<file path="src/rtl/audio_pkg.sv">
// Shared definitions for the audio sample pacer: FSM encoding, counter width and
// accumulator sizing helper.
package audio_pkg;

  localparam int unsigned UNDERRUN_CNT_W = 16;

  typedef logic [1:0] pacer_state_t;

  localparam pacer_state_t ST_IDLE  = 2'd0;
  localparam pacer_state_t ST_PRIME = 2'd1;
  localparam pacer_state_t ST_RUN   = 2'd2;

  // acc never exceeds CLK_HZ + RATE_HZ - 1 before the wrap is applied
  function automatic int unsigned acc_width(input int unsigned clk_hz,
                                            input int unsigned rate_hz);
    return $clog2(clk_hz + rate_hz);
  endfunction

endpackage

</file>
<file path="src/rtl/sample_fifo.sv">
// Single-clock FIFO with wrap-bit pointers; flush empties it in one cycle and wins over
// push/pop.
module sample_fifo #(
  parameter int unsigned DEPTH = 4,
  parameter int unsigned DW    = 48
) (
  input  logic                     i_clk,
  input  logic                     i_rst,
  input  logic                     i_flush,
  input  logic                     i_push,
  input  logic                     i_pop,
  input  logic [DW-1:0]            i_wdata,
  output logic [DW-1:0]            o_rdata,
  output logic                     o_full,
  output logic                     o_empty,
  output logic [$clog2(DEPTH):0]   o_level
);

  localparam int unsigned AW = $clog2(DEPTH);

  logic [AW:0]   r_wptr;
  logic [AW:0]   r_rptr;
  logic [DW-1:0] r_mem [DEPTH];
  logic          w_do_push;
  logic          w_do_pop;

  assign w_do_push = i_push && !o_full && !i_flush;
  assign w_do_pop  = i_pop && !o_empty && !i_flush;

  always_ff @(posedge i_clk or posedge i_rst) begin
    if (i_rst) begin
      r_wptr <= '0;
      r_rptr <= '0;
    end else if (i_flush) begin
      r_wptr <= '0;
      r_rptr <= '0;
    end else begin
      if (w_do_push) r_wptr <= r_wptr + 1'b1;
      if (w_do_pop)  r_rptr <= r_rptr + 1'b1;
    end
  end

  always_ff @(posedge i_clk) begin
    if (w_do_push) r_mem[r_wptr[AW-1:0]] <= i_wdata;
  end

  assign o_rdata = r_mem[r_rptr[AW-1:0]];
  assign o_empty = (r_wptr == r_rptr);
  assign o_full  = (r_wptr[AW] != r_rptr[AW]) && (r_wptr[AW-1:0] == r_rptr[AW-1:0]);
  assign o_level = r_wptr - r_rptr;

endmodule

</file>
<file path="src/rtl/audio_sample_pacer.sv">
// Paces buffered stereo samples out at RATE_HZ using a fractional accumulator and drives a
// registered audio clock suitable for a BUFG.
module audio_sample_pacer
  import audio_pkg::*;
#(
  parameter int unsigned CLK_HZ        = 30_000_000,
  parameter int unsigned RATE_HZ       = 48000,
  parameter int unsigned WIDTH         = 24,
  parameter int unsigned DEPTH         = 4,
  parameter int unsigned PRIME_LEVEL   = 2,
  parameter int unsigned UNDERRUN_ZERO = 0
) (
  input  logic                      clk30,
  input  logic                      reset,
  input  logic                      enable,
  input  logic                      in_valid,
  output logic                      in_ready,
  input  logic [WIDTH-1:0]          in_left,
  input  logic [WIDTH-1:0]          in_right,
  output logic [WIDTH-1:0]          audioL,
  output logic [WIDTH-1:0]          audioR,
  output logic                      sample_tick,
  output logic                      audio_clk,
  output logic                      running,
  output logic [UNDERRUN_CNT_W-1:0] underrun_count
);

  localparam int unsigned ACC_W = acc_width(CLK_HZ, RATE_HZ);
  localparam int unsigned LVL_W = $clog2(DEPTH) + 1;

  localparam logic [ACC_W-1:0] RATE_V = ACC_W'(RATE_HZ);
  localparam logic [ACC_W-1:0] CLK_V  = ACC_W'(CLK_HZ);
  localparam logic [ACC_W-1:0] HALF_V = ACC_W'(CLK_HZ / 2);

  pacer_state_t              r_state;
  pacer_state_t              w_state_d;
  logic [ACC_W-1:0]          r_acc;
  logic [ACC_W-1:0]          w_acc_next;
  logic [ACC_W-1:0]          w_acc_wrap;
  logic [ACC_W-1:0]          w_acc_d;
  logic                      w_run_active;
  logic                      w_tick;
  logic                      w_aclk_d;
  logic                      w_push;
  logic                      w_pop;
  logic                      w_flush;
  logic                      w_full;
  logic                      w_empty;
  logic [LVL_W-1:0]          w_level;
  logic [LVL_W-1:0]          w_level_d;
  logic                      w_rdy_d;
  logic [2*WIDTH-1:0]        w_head;
  logic                      r_in_ready;
  logic                      r_tick;
  logic                      r_aclk;
  logic [WIDTH-1:0]          r_left;
  logic [WIDTH-1:0]          r_right;
  logic [UNDERRUN_CNT_W-1:0] r_ucnt;

  always_comb begin
    w_state_d = r_state;
    case (r_state)
      ST_IDLE:  if (enable) w_state_d = ST_PRIME;
      ST_PRIME: begin
        if (!enable)                               w_state_d = ST_IDLE;
        else if (w_level >= LVL_W'(PRIME_LEVEL))   w_state_d = ST_RUN;
      end
      ST_RUN:   if (!enable) w_state_d = ST_IDLE;
      default:  w_state_d = ST_IDLE;
    endcase
  end

  // A dropping enable suppresses the tick on the same edge it takes effect.
  always_comb begin
    w_run_active = (r_state == ST_RUN) && enable;
    w_acc_next   = r_acc + RATE_V;
    w_tick       = w_run_active && (w_acc_next >= CLK_V);
    w_acc_wrap   = w_tick ? (w_acc_next - CLK_V) : w_acc_next;
    w_acc_d      = w_run_active ? w_acc_wrap : '0;
    w_aclk_d     = w_run_active && (w_acc_wrap < HALF_V);
  end

  always_comb begin
    w_flush   = (w_state_d == ST_IDLE);
    w_push    = in_valid && r_in_ready && !w_full;
    w_pop     = w_tick && !w_empty;
    w_level_d = w_flush ? '0 : (w_level + LVL_W'(w_push) - LVL_W'(w_pop));
    w_rdy_d   = (w_state_d != ST_IDLE) && (w_level_d != LVL_W'(DEPTH));
  end

  sample_fifo #(
    .DEPTH (DEPTH),
    .DW    (2 * WIDTH)
  ) u_fifo (
    .i_clk   (clk30),
    .i_rst   (reset),
    .i_flush (w_flush),
    .i_push  (w_push),
    .i_pop   (w_pop),
    .i_wdata ({in_left, in_right}),
    .o_rdata (w_head),
    .o_full  (w_full),
    .o_empty (w_empty),
    .o_level (w_level)
  );

  always_ff @(posedge clk30 or posedge reset) begin
    if (reset) begin
      r_state    <= ST_IDLE;
      r_acc      <= '0;
      r_in_ready <= 1'b0;
      r_tick     <= 1'b0;
      r_aclk     <= 1'b0;
      r_left     <= '0;
      r_right    <= '0;
      r_ucnt     <= '0;
    end else begin
      r_state    <= w_state_d;
      r_acc      <= w_acc_d;
      r_in_ready <= w_rdy_d;
      r_tick     <= w_tick;
      r_aclk     <= w_aclk_d;
      if (w_state_d == ST_IDLE) begin
        r_left  <= '0;
        r_right <= '0;
      end else if (w_pop) begin
        {r_left, r_right} <= w_head;
      end else if (w_tick && (UNDERRUN_ZERO != 0)) begin
        r_left  <= '0;
        r_right <= '0;
      end
      if (w_tick && w_empty && (r_ucnt != '1)) r_ucnt <= r_ucnt + 1'b1;
    end
  end

  assign in_ready       = r_in_ready;
  assign audioL         = r_left;
  assign audioR         = r_right;
  assign sample_tick    = r_tick;
  assign audio_clk      = r_aclk;
  assign running        = (r_state == ST_RUN);
  assign underrun_count = r_ucnt;

endmodule

</file>
<file path="config.mk">
export PLATFORM = sky130hd
export DESIGN_NAME = audio_sample_pacer
export DESIGN_NICKNAME = d
export VERILOG_FILES = /design/src/rtl/audio_pkg.sv /design/src/rtl/sample_fifo.sv /design/src/rtl/audio_sample_pacer.sv
export SDC_FILE = /design/constraint.sdc
export NUM_CORES = 1
export LEC_CHECK = 0
export BUFFER_PORTS_ARGS = -buffer_cell sky130_fd_sc_hd__buf_2
export CAP_MARGIN = 40
export CELL_PAD_IN_SITES_DETAIL_PLACEMENT = 0
export CELL_PAD_IN_SITES_GLOBAL_PLACEMENT = 1
export CORE_UTILIZATION = 53
export CTS_CLUSTER_DIAMETER = 30
export DETAILED_ROUTE_END_ITERATION = 7
export GPL_ROUTABILITY_DRIVEN = 0
export PLACE_DENSITY = 0.84
export SKIP_LAST_GASP = 1
export SLEW_MARGIN = 40
export SYNTH_ARGS = -nofsm -noshare
export SYNTH_HDL_FRONTEND = slang
export SYNTH_SLANG_ARGS = --single-unit
</file>
<file path="constraint.sdc">
create_clock -name clk30 -period 8.97 [get_ports clk30]
set_input_delay 1.794 -clock clk30 [delete_from_list [all_inputs] [get_ports clk30]]
set_output_delay 1.794 -clock clk30 [all_outputs]
set_load 0.02 [all_outputs]
</file>
# Word-level counts from Yosys, hierarchy flattened
# Memories as Yosys holds them, arrays and structs flattened.
# Index checks and enable logic that the tools add are counted.
# classes
addsub	8
multipliers	0
n_div	0
n_lt_le_gt_ge	3
n_eq_ne	7
shifts	0
muxes	18
n_bitwise	0
n_reduce_logical	23
# ops
op	count
$mux W24	4
$mux W25	2
$add A25 B16 Y25 const B	1
$ge A25 B25 Y1 const B	1
$lt A25 B24 Y1 const B	1
$sub A25 B25 Y25 const B	1
$add A16 B1 Y16 const B	1
$ne A16 B16 Y1 const B	1
$mux W3	5
$logic_and A1 B1 Y1	14
$mux W2	4
$reduce_bool A2 Y1	4
$add A3 B1 Y3 const B	2
$pmux W2 S3	1
$logic_not A2 Y1	2
$add A3 B1 Y3	1
$eq A3 B3 Y1	1
$ge A3 B2 Y1 const B	1
$logic_not A1 Y1	3
$ne A3 B3 Y1 const B	1
$sub A3 B1 Y3	1
$sub A3 B3 Y3	1
$eq A2 B1 Y1 const B	1
$eq A2 B2 Y1	1
3 further kinds	4
# word_totals
regBits	100
latchBits	0
ram_bits	192
mem_bits_ro	0
inputBits	52
output_inout_bits	68
word_cells	70
n_memories	1
# memory_table
memory	words	width	rd	rd_ports_with_merged_regs	wr	line_no	text
u_fifo.r_mem	4	48	1	0	1	sample_fifo.sv:23	logic [DW-1:0] r_mem [DEPTH];

# Longest topological paths before layout
# depth
ltp_word	10
depth_mapped	17
ltp_nobuf	15

# By module
# From an unflattened synthesis, not the netlist that was laid out.
# hier_totals
hier_cells	847
area_unflattened_um2	12146.6
# by_module_without_submodules
module	instances	cells_each	area_each_um2	seq_area_each_um2
sample_fifo	1	317	7484.7	5915.7
audio_sample_pacer	1	530	4662.0	2177.1

# Worst setup path before layout
# Ideal clock, no wire load.
# synth_timing
kind	input port to flip-flop
start	input port enable
end	memory u_fifo.r_mem[0][0] (enable)
setup_ps	411
arrival_ps	3614
required_ps	8559
setup_slack_ps	4945
path_stages	4
cell_sequence	and2_1 -> clkbuf_1 -> clkbuf_1 -> and3_1
# synth_between
elab_chain_len	7
elab_cells_between_ends	9
# synth_lines
element	line_no	text
start: declaration	audio_sample_pacer.sv:15	input logic enable,
$mux W2 (on tied branches)	audio_sample_pacer.sv:68, audio_sample_pacer.sv:63, audio_sample_pacer.sv:65	
$pmux W2 S3 *	audio_sample_pacer.sv:62	case (r_state)
$logic_not A2 Y1 *	audio_sample_pacer.sv:84	w_flush = (w_state_d == ST_IDLE);
$logic_not A1 Y1 *	sample_fifo.sv:27	assign w_do_push = i_push && !o_full && !i_flush;
$logic_and A1 B1 Y1 *	sample_fifo.sv:27	
$mux W1 *	sample_fifo.sv:44	if (w_do_push) r_mem[r_wptr[AW-1:0]] <= i_wdata;
$mux W1 (not written as such) *	sample_fifo.sv:44	
end: declaration	sample_fifo.sv:23	
# Mark *: on every way between the ends. The rest lies on a longest branch, timed or not.

# Worst setup path in the final report
# layout_timing
start	register r_acc[7]
end	register r_in_ready (netlist: in_ready)
# layout_between
elab_chain_len	8
# layout_lines
element	line_no	text
start: declaration	audio_sample_pacer.sv:37	logic [ACC_W-1:0] r_acc;
start signal: assignment	audio_sample_pacer.sv:119	r_acc <= w_acc_d;
$add A25 B16 Y25	audio_sample_pacer.sv:76	w_acc_next = r_acc + RATE_V;
$ge A25 B25 Y1	audio_sample_pacer.sv:77	w_tick = w_run_active && (w_acc_next >= CLK_V);
$logic_and A1 B1 Y1	audio_sample_pacer.sv:77	
$logic_and A1 B1 Y1	audio_sample_pacer.sv:86	w_pop = w_tick && !w_empty;
$sub A3 B1 Y3	audio_sample_pacer.sv:87	w_level_d = w_flush ? '0 : (w_level + LVL_W'(w_push) - LVL_W'(w_pop));
$mux W3	audio_sample_pacer.sv:87	
$ne A3 B3 Y1	audio_sample_pacer.sv:88	w_rdy_d = (w_state_d != ST_IDLE) && (w_level_d != LVL_W'(DEPTH));
$logic_and A1 B1 Y1	audio_sample_pacer.sv:88	
net w_rdy_d	audio_sample_pacer.sv:51	logic w_rdy_d;
end signal: assignment	audio_sample_pacer.sv:120	r_in_ready <= w_rdy_d;
end: declaration	audio_sample_pacer.sv:53	logic r_in_ready;
# The timed path passes the listed nets, and every way through them passes these cells.
# A chain may end at the register's enable or synchronous reset.

==> flow_summary.ini <==
[status]
status = finished, violations left
failed_checks = design-rule violations

[yosys]
muxShareOfSynthArea = 0.0924
yosysTopAreaCell = edfxtp_1
synthAdderAreaFrac = 0.0170
syn-num-nets = 872
ys_types = 70
yosys.area_share.xor_xnor = 0.0323
synth_compound_gate_area_share = 0.0610
synth_top_area_frac = 0.483
syn_inst = 805
ys_seq_elements = 285
synthSimpleGateAreaFrac = 0.0979
yosysSeqAreaShare = 0.678
syn_area_per_cell_sq_um = 14.8
synth_enable_flop_cells = 192
synthArstFlopShare = 0.326
syn-cell-area_sq_um = 11900
synth_flop_cell = edfxtp_1
synth_top_family_by_area = simple AND/OR/NAND/NOR gates
ys_warn_count = 0
synth.area.top_cells = edfxtp_1 (48%), dfrtp_1 (20%), mux4_2 (9.1%)

[die]
io_pins = 120
core.rowCount = 54
initial_core_util = 0.543
die_height_um = 152
die_width_um = 152
core-area_sq_um = 22000
dieArea_sq_um = 23100

[cells_and_area]
finalNetCount = 1013
fillers = 1531
final_cell_mix = edfxtp_1 (192), nand2_1 (125), buf_2 (119)
drive_above_1_share = 0.297
area_growth_pct = 23.1
area.sequential_sq_um = 8100
multi_input_comb_area_sq_um = 3600
layout.cells.non_filler = 1271
layout_commonest_cell = edfxtp_1

[global_route]
track_usage = 0.220
grt_pass1_vias = 7419
antenna_found_initial = 4
overflow = 0
grt_pass1_wl_mm = 39.6
grt_start_max_net_pins = 101

[sta]
hold_viol_final = 0
finClkSkew_ns = 0.0287
min_period_over_period = 0.499
finalCriticalPeriod_ns = 4.48
max_slew_margin = 0.503
rsz0062_at_grt = no
finalSetupViolations = 0
fmax_mhz = 223
setup_tns_ns = 0
worst_pin_slew_ns = 0.746
finalMaxSlewViolations = 0

[clock_tree]
cts_tree = yes
cts_resized = 0
post_cts_buffers = 0
clock_latency_ns = 0.55
htree_num_levels = 2
clkTransAtPathRegs_ns = 0.04
cts-root-buf = clkbuf_16
cts_sinks = 285
postCtsHoldBufs = 0
numCtsBuffers = 51
clockBufferDepth = 3

[power_and_ir_drop]
seq_power_share = 0.400
p_clk_frac = 0.579
power_density_nw_per_um2 = 244
switching_share = 0.199
leakage_nw = 5.64
pwr-share-comb = 0.021
ir_drop_uv = 196
p_int_mw = 2.86
power_switching_mw = 0.713

[routing]
drt_wl_total_mm = 24.3
drt_drc_violations_left = 26
post_drt_wl_per_cell_um = 19.1
drtIter0Drc = 452
drt-vias-per-instance = 5.56
ant_nets = 0
drt-pass1-iter-count = 6
vias = 7071

[worst_setup_path]
cp.required_ns = 9.37
critPathLaunchType = register
cp_data_arrival_time_ns = 4.88
path_max_fanout = 100
critical_path_class = register to register
worst_setup_path_end_kind = register

[placement]
placedCellCount = 1173
dp_hpwl_mm = 14.1
io_buffers = 119

[min_path]
hp-class = register to register

[run]
maxCapViolCount = 0
Yosys cell counts, types with 3 or more instances:
cell / instances
or4_1: 3
or3_1: 4
o21a_1: 4
ha_1: 13
and3_1: 10
a211oi_1: 6
a21oi_1: 10
and2_1: 6
nand2_1: 125
inv_1: 16
nor2b_1: 3
a31oi_1: 3
buf_1: 3
clkbuf_1: 29
nand4_1: 5
dfrtp_1: 93
nand3_1: 14
buf_6: 3
edfxtp_1: 192
xnor2_1: 27
buf_2: 6
o21ai_0: 54
o31ai_1: 4
xor2_1: 17
o22ai_1: 3
mux4_2: 48
nand3b_1: 3
nor3_1: 10
o21ai_1: 4
nor2_1: 39
registers in the layout (all words and copies together), names as in the netlist:
register,flops
audioR,24
r_state,2
u_fifo.r_mem,192
sample_tick,1
u_fifo.r_rptr,3
in_ready,1
audio_clk,1
u_fifo.r_wptr,3
audioL,24
r_acc,18
underrun_count,16
worst max-delay path, cell delays in order, from the launching register on:
cell      delay [ns]
dfrtp_1         0.46
inv_1           0.12
ha_1            0.31
nand2b_1        0.23
a21oi_1         0.23
or4_1           0.58
a311oi_1        0.32
o211ai_2        0.17
nor2_4          0.13
buf_6           0.52
ha_1            0.35
inv_1           0.05
ha_1            0.15
fa_1            0.42
nor3_1          0.18
nor2_1          0.07
power by group through the flow:
stage | logic (mW) | clock network (mW) | registers (mW)
floorplan | 0.0398 | 0 | 1.45
global placement | 0.0738 | 0 | 1.45
detailed placement | 0.0760 | 0 | 1.45
CTS | 0.0768 | 2.09 | 1.43
global route | 0.0836 | 2.15 | 1.43
finish | 0.0750 | 2.07 | 1.43
cell families (layout without fill, tap and decap cells):
logic type                 after synthesis  count (layout)
xor gates and xnor gates                44              44
other                                    0               2
DFF                                    285             285
buffers and inverters                   58             242
and+or+nand+nor                        243             243
adders and majority gates               15              15
AOI/OAI and AO/OA                      110             110
muxes                                   50              50
layer usage:
layer,share of wire,vias up,global-route usage
met5,0.0013,-,0
met4,0.022,6,0.0714
met3,0.068,51,0.0568
met2,0.49,222,0.379
met1,0.41,3500,0.274
li1,-,3292,-
area by class of cell:
| type | count | share of cell area |
|---|---|---|
| clock buffer | 66 | 0.0970 |
| inverter | 16 | 0.00443 |
| multi-input combinational | 462 | 0.245 |
| antenna | 2 | 0.000341 |
| sequential | 285 | 0.551 |
| tap | 280 | 0.0239 |
| clock inverter | 30 | 0.0312 |
| timing repair buffer | 130 | 0.0467 |
path summary, 6_finish.rpt:
check | from | endpoint | depth (start not counted) | slack (ns)
min | underrun_count[6] | underrun_count[6] | 1 | 0.48
max reg2reg | r_acc[7] | in_ready | 15 | 4.49
min in group asynchronous | reset | underrun_count[10] | 2 | 1.33
min reg2reg | underrun_count[6] | underrun_count[6] | 1 | 0.48
max in group asynchronous | reset | u_fifo.r_rptr[0] | 3 | 6.63
max | r_acc[7] | in_ready | 15 | 4.49
metrics by stage:
step / power [mW] / area [sq um] / worst slack (ns) / utilization / hold slack, ns
floorplan: 1.49 / 11900 / 4.76 / - / 0.525
global placement: 1.53 / 12800 / 4.12 / 0.582 / 0.471
detailed placement: 1.53 / 12800 / 4.27 / 0.583 / 0.475
CTS: 3.60 / 14700 / 4.53 / 0.668 / 0.486
global route: 3.67 / 14700 / 4.08 / 0.669 / 0.493
finish: 3.58 / 14700 / 4.49 / 0.669 / 0.482
No activity file was read; power rests on OpenSTA's default activity.
